--- config.mk ---
export PLATFORM = sky130hd
export DESIGN_NAME = score_keeper
export DESIGN_NICKNAME = d
export VERILOG_FILES = /design/src/rtl/score_keeper.sv
export SDC_FILE = /design/constraint.sdc
export NUM_CORES = 1
export LEC_CHECK = 0
export CORE_UTILIZATION = 45
export CTS_BUF_LIST = sky130_fd_sc_hd__clkbuf_2
export DETAILED_ROUTE_END_ITERATION = 16
export PLACE_DENSITY = 0.68
export SLEW_MARGIN = 0
export SYNTH_ARGS = -nofsm -noshare
export SYNTH_HDL_FRONTEND = slang
export SYNTH_SLANG_ARGS = --single-unit
--- constraint.sdc ---
create_clock -name clk -period 5.56 [get_ports clk]
set_input_delay 0.556 -clock clk [delete_from_list [all_inputs] [get_ports clk]]
set_output_delay 0.556 -clock clk [all_outputs]
set_load 0.02 [all_outputs]
--- src/rtl/score_keeper.sv ---
// Score keeper: IDLE/PLAY/OVER game FSM with a BCD score, lives and a 4-digit multiplexed seven-segment driver.
// Defining SCORE_STREAK_BONUS_EN makes the 5th consecutive hit award 2 points.
module score_keeper #(
    parameter int LIVES    = 3,
    parameter int SCAN_DIV = 50000
) (
    input  logic        clk,
    input  logic        rst,
    input  logic        start,
    input  logic        hit,
    input  logic        miss,
    output logic        enable,
    output logic        game_over,
    output logic [15:0] score,
    output logic [2:0]  lives,
    output logic [6:0]  seg,
    output logic [3:0]  an
);

    localparam int            CW         = (SCAN_DIV > 2) ? $clog2(SCAN_DIV) : 1;
    localparam logic [CW-1:0] SCAN_MAX   = CW'(SCAN_DIV - 1);
    localparam logic [2:0]    LIVES_INIT = 3'(LIVES);

    typedef enum logic [1:0] {
        IDLE = 2'd0,
        PLAY = 2'd1,
        OVER = 2'd2
    } state_t;

    state_t        state;
    logic          start_q;
    logic          start_edge;
    logic [CW-1:0] scan_cnt;
    logic [1:0]    digit_idx;
    logic [3:0]    nibble;
`ifdef SCORE_STREAK_BONUS_EN
    logic [2:0]    streak;
`endif

    // Saturating BCD increment; 9999 is sticky so the score never wraps.
    function automatic logic [15:0] bcd_inc(input logic [15:0] v);
        logic [15:0] r;
        logic        carry;
        r     = v;
        carry = 1'b1;
        if (v != 16'h9999) begin
            for (int d = 0; d < 4; d++) begin
                if (carry) begin
                    if (r[d*4 +: 4] >= 4'd9) begin
                        r[d*4 +: 4] = 4'd0;
                    end else begin
                        r[d*4 +: 4] = r[d*4 +: 4] + 4'd1;
                        carry       = 1'b0;
                    end
                end
            end
        end
        return r;
    endfunction

    assign start_edge = start & ~start_q;

    // Game FSM; miss is tested first so a simultaneous hit is discarded.
    always_ff @(posedge clk or negedge rst) begin
        if (!rst) begin
            state     <= IDLE;
            enable    <= 1'b0;
            game_over <= 1'b0;
            score     <= 16'h0000;
            lives     <= LIVES_INIT;
            start_q   <= 1'b0;
`ifdef SCORE_STREAK_BONUS_EN
            streak    <= 3'd0;
`endif
        end else begin
            start_q <= start;
            case (state)
                IDLE, OVER: begin
                    if (start_edge) begin
                        state     <= PLAY;
                        enable    <= 1'b1;
                        game_over <= 1'b0;
                        score     <= 16'h0000;
                        lives     <= LIVES_INIT;
`ifdef SCORE_STREAK_BONUS_EN
                        streak    <= 3'd0;
`endif
                    end
                end
                PLAY: begin
                    if (miss) begin
`ifdef SCORE_STREAK_BONUS_EN
                        streak <= 3'd0;
`endif
                        if (lives <= 3'd1) begin
                            lives     <= 3'd0;
                            state     <= OVER;
                            enable    <= 1'b0;
                            game_over <= 1'b1;
                        end else begin
                            lives <= lives - 3'd1;
                        end
                    end else if (hit) begin
`ifdef SCORE_STREAK_BONUS_EN
                        if (streak == 3'd4) begin
                            score  <= bcd_inc(bcd_inc(score));
                            streak <= 3'd0;
                        end else begin
                            score  <= bcd_inc(score);
                            streak <= streak + 3'd1;
                        end
`else
                        score <= bcd_inc(score);
`endif
                    end
                end
                default: begin
                    state     <= IDLE;
                    enable    <= 1'b0;
                    game_over <= 1'b0;
                end
            endcase
        end
    end

    // Display scan runs in every state, independent of the game.
    always_ff @(posedge clk or negedge rst) begin
        if (!rst) begin
            scan_cnt  <= '0;
            digit_idx <= 2'd0;
        end else if (scan_cnt == SCAN_MAX) begin
            scan_cnt  <= '0;
            digit_idx <= digit_idx + 2'd1;
        end else begin
            scan_cnt <= scan_cnt + 1'b1;
        end
    end

    always_comb begin
        nibble = score[3:0];
        an     = 4'b1110;
        case (digit_idx)
            2'd0: begin nibble = score[3:0];   an = 4'b1110; end
            2'd1: begin nibble = score[7:4];   an = 4'b1101; end
            2'd2: begin nibble = score[11:8];  an = 4'b1011; end
            2'd3: begin nibble = score[15:12]; an = 4'b0111; end
            default: begin nibble = score[3:0]; an = 4'b1110; end
        endcase
    end

    // Active-low {g,f,e,d,c,b,a}; non-decimal nibbles blank the digit.
    always_comb begin
        seg = 7'h7F;
        case (nibble)
            4'd0:    seg = 7'h40;
            4'd1:    seg = 7'h79;
            4'd2:    seg = 7'h24;
            4'd3:    seg = 7'h30;
            4'd4:    seg = 7'h19;
            4'd5:    seg = 7'h12;
            4'd6:    seg = 7'h02;
            4'd7:    seg = 7'h78;
            4'd8:    seg = 7'h00;
            4'd9:    seg = 7'h10;
            default: seg = 7'h7F;
        endcase
    end

endmodule

== After elaboration in Yosys (flattened, before gate mapping) ==
Memories as Yosys holds them, arrays and structs flattened.
Cells that the tools add are included.

* Register bits after elaboration: 42
* Latch bits: 0
* RAM bits: 0
* Bits in read-only memories: 112
* Output and inout port bits: 32
* Logic and storage cells: 100
* Memories kept: 1

{| class="wikitable"
|+ Memories
! name !! depth !! bits a word !! rd ports !! clocked after memory_dff !! wr ports !! line !! RTL
|-
| (name not given) || 16 || 7 || 1 || 0 || 0 || 154 || <nowiki>case (nibble)</nowiki>
|}

* $add $sub $neg: 7
* $mul: 0
* Divide/modulo/power cells: 0
* Magnitude comparators: 5
* Eq/ne operators: 16
* Shift-type cells: 0
* Mux-type cells: 48
* Bitwise logic cells: 2
* Reduce and logical (&&, ||, !) cells: 10

{| class="wikitable"
|+ Operators with widths
! kind !! count
|-
| two-way mux 16 bit || 5
|-
| case mux 16 bit (2 select lines) || 1
|-
| case mux 4 bit (4 select lines) || 2
|-
| two-way mux 4 bit || 7
|-
| two-way mux 1 bit || 23
|-
| inequality test 2 bit, second input constant || 9
|-
| AND reduction 6 bit || 3
|-
| adder 16 x 1 -> 16 bit, second input constant || 1
|-
| adder 4 x 1 -> 4 bit, second input constant || 4
|-
| equality test 16 bit, second input constant || 1
|-
| greater-or-equal comparator 4 bit, second input constant || 4
|-
| inequality test 16 bit, second input constant || 1
|-
| two-way mux 3 bit || 3
|-
| equality test 2 bit, second input constant || 3
|-
| two-way mux 2 bit || 3
|-
| case mux 3 bit (2 select lines) || 1
|-
| AND reduction 3 bit || 2
|-
| AND reduction 5 bit || 1
|-
| equality test 2 x 1 -> 1 bit, second input constant || 2
|-
| logical NOT 2 bit || 2
|-
| case mux 1 bit (2 select lines) || 2
|-
| case mux 2 bit (2 select lines) || 1
|-
| <= comparator 3 x 1 -> 1 bit, second input constant || 1
|-
| subtractor 3 x 1 -> 3 bit, second input constant || 1
|-
| 5 further kinds || 5
|}

== Longest topological paths before layout ==
* Word-level depth: 21
* Mapped depth: 9
* Depth with buffers taken out: 9

== Worst setup path before layout ==
Ideal clock, no wire load.

* Path type: register to output
* Start point: register digit_idx[0]
* End point: output port seg[5]
* Data arrival time: 2.054 ns
* Data required time: 5.004 ns
* Path slack: 2.950 ns
* Stages on the path, launching flop included: 8
* Buffers on the path: 0
* Cells stage by stage: dfrtp_1 inv_1 ha_1 clkinv_1 mux2i_1 or2_2 inv_1 a21oi_1

* Cells in the longest elaborated chain, start to end: 3

{| class="wikitable"
|+ Ends and longest elaborated chain
! what !! line !! RTL
|-
| start, declared || 34 || <nowiki>logic [1:0] digit_idx;</nowiki>
|-
| start signal, assigned || 133 || <nowiki>digit_idx <= digit_idx + 2'd1;</nowiki>
|-
| equality test 2 bit (tied with other cells) || 142 || <nowiki>case (digit_idx)</nowiki>
|-
| case mux 4 bit (4 select lines) * || 142 ||
|-
| memory (16 x 7 bit) * || -- ||
|-
| end, declared || 16 || <nowiki>output logic [6:0] seg,</nowiki>
|}

Every way passes the cells marked *; elsewhere a longest branch is shown, timed or not.

== Worst setup path after layout ==
* Start point: register digit_idx[0]
* End point: output port seg[3]

Same word-level chain as after synthesis.

==> results.py <==
metrics = {
    "routing": {
        "routed_wirelength_um": 4990,
        "drc": 0,
        "ant_nets": 0,
        "dr.pass1.iters": 4,
        "wl_per_cell_um": 13.2,
        "drt_iter0_markers": 120,
        "vias": 2045,
        "vias_per_cell": 5.41,
    },
    "timing": {
        "slew_headroom_pct": 40.7,
        "report.final.slew_viol_count": 0,
        "fin_crit_sh_pct": 67.1,
        "finalSetupViolations": 0,
        "grt_setup_unrepaired": "no",
        "setup_tns_ns": 0,
        "fmax_ghz": 0.268,
        "worst_slew_pin_slew_ns": 0.890,
        "hold_viol": 0,
        "timing.final.ws_setup_ns": 1.83,
        "period_needed_ns": 3.73,
        "finClkSkew_ns": 0.00635,
    },
    "layout": {
        "layout.nets": 333,
        "multiInputGateArea_um2": 1340,
        "syn_to_final_growth_pct": 19.6,
        "fillCellCount": 481,
        "seqCellArea_um2": 1030,
        "drive_above_1_share_pct": 7.79,
        "layout_common_cells": "dfrtp_1, clkdlybuf4s50_1, inv_1, nand2_1",
        "fin_cells": 378,
        "n_antenna_cell": 0,
        "layout_commonest_cell": "dfrtp_1",
    },
    "grt": {
        "overflow": 0,
        "grt_antenna_before_repair": 0,
        "grt_pass1_wl_um": 8650,
        "grt_max_degree": 42,
        "track_usage_pct": 18.4,
        "grt_pass1_vias": 1833,
    },
    "critical_path": {
        "max_stage_delay_ns": 0.60,
        "critPathBufInv": 2,
        "path_max_fanout": 10,
        "crit_chain": "inv_1 -> ha_1 -> a222oi_1 -> mux2i_1 -> or2_2 -> o21ai_0 -> a21o_1 -> clkdlybuf4s50_1",
        "crit_family": "buffers and inverters",
        "crit_slowest_cell": "clkdlybuf4s50_1",
        "start_kind": "flop",
        "worstSetupPathType": "flop to primary output",
        "worst_ep_arrival_time_ns": 3.18,
        "worstSetupEndpointType": "primary output",
        "required_ns": 5.00,
    },
    "clock_tree": {
        "clock-root-buffer": "clkbuf_2",
        "hold_buffers": 0,
        "cts_sinks": 41,
        "cts_buffers": 5,
        "cts-resized-gates": 0,
        "post_cts_buffers": 0,
        "h-tree-depth": 2,
        "tritoncts": "yes",
        "cts_max_path_buffers": 2,
        "clk_pin_slew_ns": 0.23,
        "insertion_delay_ns": 0.41,
    },
    "synthesis": {
        "async_flop_share_pct": 100,
        "ys_seq_elements": 41,
        "yosysUniqueCellTypes": 49,
        "netlist_area_um2": 2480,
        "ys_warn_count": 0,
        "synth_ff_type": "dfrtp_1",
        "synth.area.top_cells": "dfrtp_1, ha_1, inv_1, nand2_1, o21ai_0",
        "syn_area_per_cell_um2": 9.35,
        "syn_nets": 291,
        "yosys.area.top_type": "dfrtp_1",
        "ys_seq_area_share_pct": 41.5,
        "synth_top_area_share_pct": 39.4,
        "synthCells": 265,
        "synth_edf_count": 0,
    },
    "flow_run": {
        "maxCapViolCount": 0,
    },
    "place": {
        "dp.cells": 370,
        "gp_congestion": 0.798,
        "place_ws_ns": 2.33,
        "port_buffers": 36,
        "dp_hpwl_um": 3730,
    },
    "outcome": {
        "status": "complete, no violations",
    },
    "floorplanning": {
        "die_w_um": 76.2,
        "die_h_um": 76.2,
        "ios": 37,
        "core_area_um2": 5200,
        "start_util_pct": 47.6,
        "die-area_um2": 5810,
        "rows": 26,
    },
    "pwr": {
        "p_leak_uw": 0.00130,
        "max-vdd-ir-drop_uv": 181,
        "power_density_nw_per_um2": 390,
    },
    "min_path": {
        "hp-class": "primary input to async pin",
    },
}
==> cell type report <==
class | instances | share of cell area, %
well taps | 70 | 2.95
flip-flops and latches | 41 | 34.7
clock inverters | 3 | 0.718
clock buffers | 5 | 0.844
repair buffers | 37 | 12.2
multi-input cells | 195 | 45.1
inverters | 27 | 3.42
==> layer usage <==
layer  GRT usage, %  wire length [um]
met1           25.2              2420
met5              0                 0
met4           4.62                57
met3           4.07               220
met2           29.5              2290
==> Yosys cell counts, drive strengths merged, types with 5 or more instances <==
| library cell | n |
|---|---|
| nor2 | 21 |
| a21o | 6 |
| dfrtp | 39 |
| nor3 | 5 |
| inv | 26 |
| nand3 | 11 |
| xnor2 | 9 |
| o21ai | 20 |
| ha | 21 |
| nand2 | 27 |
| a21oi | 9 |
| xor2 | 6 |
==> kinds of logic (layout without fill, tap and decap cells) <==
group / after synthesis / in the layout / synth area share [%]
AOI/OAI and AO/OA: 56 / 56 / 14.7
xor gates and xnor gates: 15 / 15 / 5.30
adders and majority gates: 21 / 21 / 10.6
buffers and inverters: 29 / 72 / 4.49
DFF: 41 / 41 / 41.5
muxes: 4 / 4 / 1.62
and+or+nand+nor: 99 / 99 / 21.8
==> path summary, 6_finish.rpt <==
kind | start | endpoint | slack [ns] | depth (start not counted)
setup / recovery | digit_idx[0] | seg[3] | 1.83 | 8
hold / removal | rst | game_over | 0.23 | 1
setup reg to reg | score[0] | score[14] | 3.31 | 7
hold reg to reg | scan_cnt[0] | scan_cnt[0] | 0.51 | 1
max in group asynchronous | rst | score[5] | 4.79 | 1
min in group clk | scan_cnt[0] | scan_cnt[0] | 0.51 | 1
==> registers in the layout, summed over array words and instances, names as in the netlist <==
signal     count
score         16
state          1
game_over      1
scan_cnt      16
digit_idx      2
enable         1
start_q        1
lives          3
==> power by group <==
part,switching (uW),internal [uW]
sequential,71.2,352
combinational,326,265
clock,110,31.8
total,507,649
==> per-stage QoR <==
stage / total power [uW] / utilization, % / hold WS [ns] / cell area (um^2)
floorplan: 796 / - / 0.260 / 2480
global placement: 1010 / 56.1 / 0.478 / 2920
detailed placement: 1020 / 56.1 / 0.480 / 2920
CTS: 1170 / 56.9 / 0.248 / 2960
global route: 1250 / 56.9 / 0.260 / 2960
finish: 1160 / 56.9 / 0.231 / 2960
(Power assumes the default switching activity.)
